==> src/rtl/instruction_decode.sv <==
// rtl/instruction_decode.sv - ID stage: register file, control decode, branch resolve, load-use stall, ID/EX register
//
// Ports:
//   clock, reset            rising-edge clock, synchronous active-high reset
//   instruccion, pc         instruction word and incremented PC from IF/ID
//   reg_write_wb, write_reg_wb, write_data_wb   write-back port into the register file
//   mem_read_ex, rt_ex      load currently in EX and its destination (load-use detection)
//   pc_salto, PCSrc         branch/jump target and its select for the fetch mux
//   pc_write, if_id_write   fetch enables, dropped for one cycle on a load-use stall
//   if_flush                squashes the IF/ID register when a branch/jump is taken
//   read_data_1/2, inm_ext, rs, rt, rd, pc_ex, control bits   registered ID/EX outputs

module instruction_decode (
    input  logic        clock,
    input  logic        reset,
    input  logic [31:0] instruccion,
    input  logic [10:0] pc,
    input  logic        reg_write_wb,
    input  logic [4:0]  write_reg_wb,
    input  logic [31:0] write_data_wb,
    input  logic        mem_read_ex,
    input  logic [4:0]  rt_ex,
    output logic [10:0] pc_salto,
    output logic        PCSrc,
    output logic        pc_write,
    output logic        if_id_write,
    output logic        if_flush,
    output logic [31:0] read_data_1,
    output logic [31:0] read_data_2,
    output logic [31:0] inm_ext,
    output logic [4:0]  rs,
    output logic [4:0]  rt,
    output logic [4:0]  rd,
    output logic [10:0] pc_ex,
    output logic        reg_dst,
    output logic        alu_src,
    output logic        mem_read,
    output logic        mem_write,
    output logic        mem_to_reg,
    output logic        reg_write,
    output logic [1:0]  alu_op
);

    localparam logic [5:0] OP_RTYPE = 6'h00;
    localparam logic [5:0] OP_J     = 6'h02;
    localparam logic [5:0] OP_BEQ   = 6'h04;
    localparam logic [5:0] OP_BNE   = 6'h05;
    localparam logic [5:0] OP_ADDI  = 6'h08;
    localparam logic [5:0] OP_LW    = 6'h23;
    localparam logic [5:0] OP_SW    = 6'h2B;

    logic [5:0]  opcode;
    logic [4:0]  rs_idx;
    logic [4:0]  rt_idx;
    logic [4:0]  rd_idx;
    logic        wb_en;
    logic [31:0] regs [32];
    logic [31:0] rd1;
    logic [31:0] rd2;
    logic        uses_rt;
    logic        stall;
    logic        taken;
    logic        d_reg_dst, d_alu_src, d_mem_read, d_mem_write, d_mem_to_reg, d_reg_write;
    logic [1:0]  d_alu_op;

    assign opcode = instruccion[31:26];
    assign rs_idx = instruccion[25:21];
    assign rt_idx = instruccion[20:16];
    assign rd_idx = instruccion[15:11];

    // Write-back is ignored entirely while in reset, including the bypass path.
    assign wb_en = reg_write_wb & ~reset;

    // Reads bypass a same-cycle write so the value seen here is what the
    // register file will hold after this edge; r0 is hardwired to zero.
    always_comb begin
        rd1 = regs[rs_idx];
        rd2 = regs[rt_idx];
        if (wb_en && write_reg_wb == rs_idx) rd1 = write_data_wb;
        if (wb_en && write_reg_wb == rt_idx) rd2 = write_data_wb;
        if (rs_idx == 5'd0) rd1 = '0;
        if (rt_idx == 5'd0) rd2 = '0;
    end

    always_comb begin
        d_reg_dst    = 1'b0;
        d_alu_src    = 1'b0;
        d_mem_read   = 1'b0;
        d_mem_write  = 1'b0;
        d_mem_to_reg = 1'b0;
        d_reg_write  = 1'b0;
        d_alu_op     = 2'b00;
        case (opcode)
            OP_RTYPE: begin
                d_reg_dst   = 1'b1;
                d_reg_write = 1'b1;
                d_alu_op    = 2'b10;
            end
            OP_LW: begin
                d_alu_src    = 1'b1;
                d_mem_read   = 1'b1;
                d_mem_to_reg = 1'b1;
                d_reg_write  = 1'b1;
            end
            OP_SW: begin
                d_alu_src   = 1'b1;
                d_mem_write = 1'b1;
            end
            OP_ADDI: begin
                d_alu_src   = 1'b1;
                d_reg_write = 1'b1;
            end
            default: ;
        endcase
    end

    // Only these opcodes actually consume rt as a source operand.
    assign uses_rt = (opcode == OP_RTYPE) || (opcode == OP_SW) ||
                     (opcode == OP_BEQ)   || (opcode == OP_BNE);

    assign stall = ~reset && mem_read_ex && (rt_ex != 5'd0) &&
                   ((rt_ex == rs_idx) || (uses_rt && rt_ex == rt_idx));

    always_comb begin
        taken    = 1'b0;
        pc_salto = '0;
        case (opcode)
            OP_BEQ: begin
                taken    = (rd1 == rd2);
                pc_salto = pc + instruccion[10:0];
            end
            OP_BNE: begin
                taken    = (rd1 != rd2);
                pc_salto = pc + instruccion[10:0];
            end
            OP_J: begin
                taken    = 1'b1;
                pc_salto = instruccion[10:0];
            end
            default: ;
        endcase
    end

    assign PCSrc       = ~reset & ~stall & taken;
    assign if_flush    = PCSrc;
    assign pc_write    = ~stall;
    assign if_id_write = ~stall;

    always_ff @(posedge clock) begin
        if (reset) begin
            regs <= '{default: '0};
        end else if (wb_en && write_reg_wb != 5'd0) begin
            regs[write_reg_wb] <= write_data_wb;
        end
    end

    // ID/EX register. A stall inserts a bubble: controls cleared, data fields held.
    always_ff @(posedge clock) begin
        if (reset) begin
            read_data_1 <= '0;
            read_data_2 <= '0;
            inm_ext     <= '0;
            rs          <= '0;
            rt          <= '0;
            rd          <= '0;
            pc_ex       <= '0;
            reg_dst     <= 1'b0;
            alu_src     <= 1'b0;
            mem_read    <= 1'b0;
            mem_write   <= 1'b0;
            mem_to_reg  <= 1'b0;
            reg_write   <= 1'b0;
            alu_op      <= 2'b00;
        end else if (stall) begin
            reg_dst     <= 1'b0;
            alu_src     <= 1'b0;
            mem_read    <= 1'b0;
            mem_write   <= 1'b0;
            mem_to_reg  <= 1'b0;
            reg_write   <= 1'b0;
            alu_op      <= 2'b00;
        end else begin
            read_data_1 <= rd1;
            read_data_2 <= rd2;
            inm_ext     <= {{16{instruccion[15]}}, instruccion[15:0]};
            rs          <= rs_idx;
            rt          <= rt_idx;
            rd          <= rd_idx;
            pc_ex       <= pc;
            reg_dst     <= d_reg_dst;
            alu_src     <= d_alu_src;
            mem_read    <= d_mem_read;
            mem_write   <= d_mem_write;
            mem_to_reg  <= d_mem_to_reg;
            reg_write   <= d_reg_write;
            alu_op      <= d_alu_op;
        end
    end

endmodule

==> config.mk <==
export PLATFORM = sky130hd
export DESIGN_NAME = instruction_decode
export DESIGN_NICKNAME = d
export VERILOG_FILES = /design/src/rtl/instruction_decode.sv
export SDC_FILE = /design/constraint.sdc
export NUM_CORES = 2
export LEC_CHECK = 0
export CORE_ASPECT_RATIO = 1.75
export CORE_UTILIZATION = 30
export CTS_CLUSTER_SIZE = 14
export DETAILED_ROUTE_END_ITERATION = 10
export PLACE_DENSITY = 0.49
export SYNTH_ARGS = -nofsm -noshare
export SYNTH_HDL_FRONTEND = slang
export SYNTH_SLANG_ARGS = --single-unit
==> constraint.sdc <==
create_clock -name clock -period 4.3 [get_ports clock]
set_clock_uncertainty 0.1 [all_clocks]
set_input_delay 0.86 -clock clock [delete_from_list [all_inputs] [get_ports clock]]
set_output_delay 0.86 -clock clock [all_outputs]
set_load 0.01 [all_outputs]
* Yosys cells after proc, flatten, opt, wreduce, memory -nomap -nowiden
Cells that the tools add are included.
W data, S select, Z words.
** Cells by class
- Add/sub/neg operators :: 1
- Order comparisons :: 4
- Equal/unequal tests :: 12
- Muxes and demuxes :: 21
- Bitwise operators :: 8
- Reductions and logical operators :: 21
** Operators with widths (number)
- $bwmux W1024 :: 1
- $bmux W32 S5 :: 2
- $mux W32 :: 9
- $demux W32 S5 :: 1
- $eq A32 B32 Y1 :: 1
- $ne A32 B32 Y1 :: 1
- $pmux W11 S2 :: 1
- $eq A5 B5 Y1 :: 4
- $ge A6 B6 Y1 const B :: 3
- $not A5 Y6 :: 3
- $eq A6 B3 Y1 const B :: 2
- $eq A6 B6 Y1 const B :: 2
- $add A11 B11 Y11 :: 1
- $logic_not A5 Y1 :: 2
- $reduce_bool A5 Y1 :: 2
- $logic_and A1 B1 Y1 :: 8
- $eq A6 B2 Y1 const B :: 1
- $eq A6 B4 Y1 const B :: 1
- $logic_not A6 Y1 :: 1
- $lt A6 B1 Y1 const B :: 1
- $reduce_or A3 Y1 :: 2
- $mux W1 :: 5
- $logic_or A1 B1 Y1 :: 4
- $reduce_or A2 Y1 :: 2
- other kinds (4) :: 7
** Storage, ports and cells
- Bits in registers :: 1137
- Bits of input ports :: 89
- Logic and storage cells :: 112

* Longest topological paths before layout
- Depth in word-level cells :: 10
- Mapped depth :: 17
- Mapped depth without buffers :: 12

* Worst setup path after synthesis
Ideal clock, no wire load.
- Path type :: input to output
- From :: input port instruccion[22]
- To :: output port if_flush
- Data arrival time :: 3760 ps
- Required time :: 3340 ps
- Setup slack :: -420 ps
- Stages :: 15
- Buffers on the path :: 6
- Path through :: buf_2 -> buf_4 -> buf_2 -> buf_2 -> buf_2 -> mux4_2 -> a221oi_1 -> nor2_1 -> a311oi_1 -> xnor2_1 -> nand2_1 -> nor4_4 -> a2bb2oi_2 -> nand3_1 -> buf_4
** On the way
- Longest elaborated chain between the ends :: 9
- Elaborated cells between the ends (all ways) :: 18
** RTL lines
- from (decl) :: RTL line 16 : input logic [31:0] instruccion,
- $not A5 Y6 (implied by the code) :: RTL line 77 : rd1 = regs[rs_idx];
- $bmux W32 S5 :: RTL line 77
- $mux W32 (implied by the code) (2 in series) :: RTL line 77
- $mux W32 :: RTL line 79 : if (wb_en && write_reg_wb == rs_idx) rd1 = write_data_wb;
- $mux W32 :: RTL line 81 : if (rs_idx == 5'd0) rd1 = '0;
- $ne A32 B32 Y1 / $eq A32 B32 Y1 (equally long branches) :: RTL line 133, 129
- $pmux W1 S3 :: RTL line 127 : case (opcode)
- $and A1 B1 Y1 * :: RTL line 144 : assign PCSrc = ~reset & ~stall & taken;
- to (decl) :: RTL line 27 : output logic if_flush,
Every way passes the cells marked *; elsewhere a longest branch is shown, timed or not. The select of a mux whose other input is x is not followed.

* Worst setup path in the final report
- From :: input port instruccion[16]
- To :: output port PCSrc
** On the way
- Longest elaborated chain between the ends :: 9
- Elaborated cells between the ends (all ways) :: 19
** RTL lines
- $not A5 Y6 (implied by the code) :: RTL line 78 : rd2 = regs[rt_idx];
- $bmux W32 S5 :: RTL line 78
- $mux W32 (implied by the code) (2 in series) :: RTL line 78
- $mux W32 :: RTL line 80 : if (wb_en && write_reg_wb == rt_idx) rd2 = write_data_wb;
- $mux W32 :: RTL line 82 : if (rt_idx == 5'd0) rd2 = '0;
- $ne A32 B32 Y1 / $eq A32 B32 Y1 (equally long branches) :: RTL line 133, 129
- $pmux W1 S3 :: RTL line 127
- $and A1 B1 Y1 * :: RTL line 144
- to (decl) :: RTL line 24 : output logic PCSrc,
Marks and branches as above.

==> qor.yml <==
holdCritPathClass: "in -> reg"
post_route_antenna_net_violation_count: 0
maxSlewHeadroom_pct: 21.2
final_max_slew_viol_count: 0
maxCapViolations: 0
fillerInstances: 18989
holdBufCountCts: 0
grt_remaining_overflow: 0
largest_net_degree_at_the_start_of_global_routing: 101
starting_density_pct: 30.2
core.rowCount: 212
postSynthNetCount: 6641
setup_ws_final_ns: -0.961
violations: "negative setup slack"
vias_per_cell: 5.71
finish.utilization_pct: 38.9
drt_drc_violations_left: 0
seq_area_frac_synth_pct: 39.4
clockRootBuffer: "clkbuf_16"
synthDistinctLibCells: 83
buffer_ports.inserted: 232
timing.hold.ws_ns: 0.249
post_synth_inst_count: 6541
worst_pin_slew_ns: 1.18
dr.pass1.iters: 7
detail_route.iter0.violations: 6291
cts_buffer_depth: 3
cts_tree: "built"
synth_async_sr_flop_share_pct: 0
drt_wl_total_um: 291000
largest_register_ff_count: 1024
core-area_um2: 190000
dp_hpwl_um: 198000
top_level_ports: 234
grt_pass1_wl_um: 404000
max_freq_ghz: 0.190
synth-edff-count: 0
timing.critical_path.to_type: "output port"
mappedNetlistArea_um2: 57400
leading_registers_by_flop_count: "regs: 1024 flops, read_data_1: 32 flops, read_data_2: 32 flops"
synthToLayoutAreaGrowth_pct: 28.9
ys.flop_type: "dfxtp_1"
setup_viol: 3
vdd.ir_drop.worst_mv: 0.396
synthesis.yosys.warnings: 0
synth.avg_cell_area_um2: 8.78
worst_ep_arrival_time_ns: 4.30
numCtsBuffers: 105
path_max_fanout: 6
most_common_cell_after_layout_fill_and_taps_aside: "nand2_1"
design.final.nets: 7320
finalCriticalPeriod_ns: 5.26
tritoncts_num_sinks: 1130
regMostFlops: "regs"
grt_antenna_before_repair: 11
clk-insertion-delay-late_ns: 0.77
gpl.final_weighted_congestion: 1.02
leakage_nw: 25.9
grt_pass1_vias: 53939
rsz0062_at_grt: "yes"
design.die.area_um2: 193000
final.period_utilization_pct: 122
drive_above_1_share_pct: 26.6
post_synthesis_register_bit_count: 1130
layout.cells.most_common_list: "nand2_1, dfxtp_1, a21oi_1"
die_height_um: 581
grtUsageTotal_pct: 29.0
die_w_um: 333
clk_pin_slew_worst_paths_ns: 0.07
cp_data_required_time_ns: 3.34
worstSetupStartpointType: "input pin"
cts.htree.levels: 3
critical_path_class: "in -> out"
via_count: 55870
wire_per_inst_um: 29.8
power.density_cell_area_nw_per_um2: 322
hold_viol: 0
status: "complete, but fails checks"
==> worst max-delay path, stage by stage <==
cell	delay, ns
buf_16	0.15
buf_16	0.18
buf_12	0.16
xor2_2	0.18
or4_4	0.53
or2_4	0.35
buf_6	0.16
o221a_4	0.26
o21ai_4	0.07
xor2_2	0.20
buf_6	0.17
nand2_4	0.06
nor4_4	0.33
buf_4	0.18
nand4_1	0.14
nand3_4	0.16
buf_6	0.12
==> power breakdown <==
| part | internal, mW | total, mW | switching, mW |
|---|---|---|---|
| Clock | 5.52 | 10.2 | 4.68 |
| Combinational | 1.26 | 3.07 | 1.81 |
| Sequential | 10.5 | 10.6 | 0.0560 |
==> cell families (layout without fill, tap and decap cells) <==
| logic type | after synthesis | after routing | share of synthesized area [%] |
|---|---|---|---|
| simple gates | 2528 | 2529 | 17.4 |
| compound gates | 1451 | 1451 | 14.4 |
| flops | 1130 | 1130 | 39.4 |
| buf+inv | 713 | 1482 | 5.74 |
| mux | 648 | 648 | 21.9 |
| xor+xnor | 59 | 59 | 0.900 |
| fa+ha+maj | 11 | 11 | 0.253 |
| other cells | 1 | 8 | 0.00653 |
==> area by class of cell <==
cell class	instances	area, um^2	area share, %
clock inverter	42	514	0.694
inverter	16	61.3	0.0828
antenna	7	17.5	0.0237
multi-input combinational	4699	32500	43.9
sequential	1130	22600	30.5
tap	2461	3080	4.16
clock buffer	156	3110	4.20
timing repair buffer	1268	12100	16.4
==> path summary, 6_finish.rpt <==
kind	slack, ns	endpoint	cells past startpoint	start
worst max register to register	0.73	read_data_2[26]	22	regs[570]
worst min register to register	0.35	rs[1]	2	rs[1]
worst min-delay path	0.25	pc_ex[2]	3	pc[2]
worst max-delay path	-0.96	PCSrc	17	instruccion[16]
==> metal layers <==
layer  routed length (um)  up-vias  GRT usage, %  part of all wire (%)
met1               101000    27392          32.2                    35
met2               138000     3267          48.5                    47
met3                24800     1075          5.51                   8.5
met5                   36        -             0                 0.012
met4                27200        6          23.3                   9.3
li1                     -    24130             -                     -
==> through the flow <==
step / power, mW / setup WS (ns) / setup TNS [ns] / area [um^2] / instances
global placement: 13.6 / -2.93 / -119.75 / 68600 / 9482
global route: 24.4 / -0.985 / -2.19 / 74000 / 9773
CTS: 23.8 / -0.907 / -1.91 / 73300 / 9730
detailed placement: 13.6 / -1.94 / -121.60 / 68600 / 9483
finish: 23.9 / -0.961 / -2.02 / 74100 / 9779
floorplan: 12.1 / -0.231 / -0.302 / 57600 / 6541
==> synth_stat cells, drive strengths merged, types with 4 or more instances <==
| cell type | n | area, um^2 |
|---|---|---|
| a22oi | 68 | 510 |
| ha | 10 | 125 |
| nor4 | 12 | 105 |
| xnor2 | 27 | 236 |
| and3 | 8 | 50.1 |
| nor3 | 39 | 200 |
| o211ai | 4 | 30.0 |
| buf | 180 | 1290 |
| a221oi | 57 | 562 |
| mux4 | 483 | 10900 |
| and2 | 18 | 113 |
| clkbuf | 517 | 1950 |
| o221ai | 5 | 43.8 |
| nand3 | 16 | 80.1 |
| nand2b | 14 | 87.6 |
| a32oi | 7 | 68.8 |
| nand2 | 2165 | 8130 |
| nand4 | 7 | 43.8 |
| a211oi | 50 | 385 |
| a21oi | 1081 | 5410 |
| nor2b | 58 | 365 |
| inv | 13 | 48.8 |
| or2 | 12 | 75.1 |
| o31ai | 11 | 82.6 |
| or4 | 4 | 33.8 |
| a211o | 7 | 61.3 |
| a31oi | 5 | 31.3 |
| o21ai | 62 | 322 |
| a221o | 12 | 120 |
| a21o | 6 | 45.0 |
| o22ai | 24 | 150 |
| mux2 | 17 | 191 |
| o21a | 8 | 60.1 |
| dfxtp | 1130 | 22600 |
| mux2i | 148 | 1480 |
| nor2 | 158 | 596 |
| o21bai | 5 | 37.5 |
| xor2 | 32 | 280 |
| a22o | 16 | 140 |
==> repair_timing <==
action                     CTS  global route
setup buffers               44            39
resized for setup          157            74
pin swaps                   39            32
setup endpoints to repair    9            20
gates cloned                 7             3
Power figures use the tool's default switching activity.
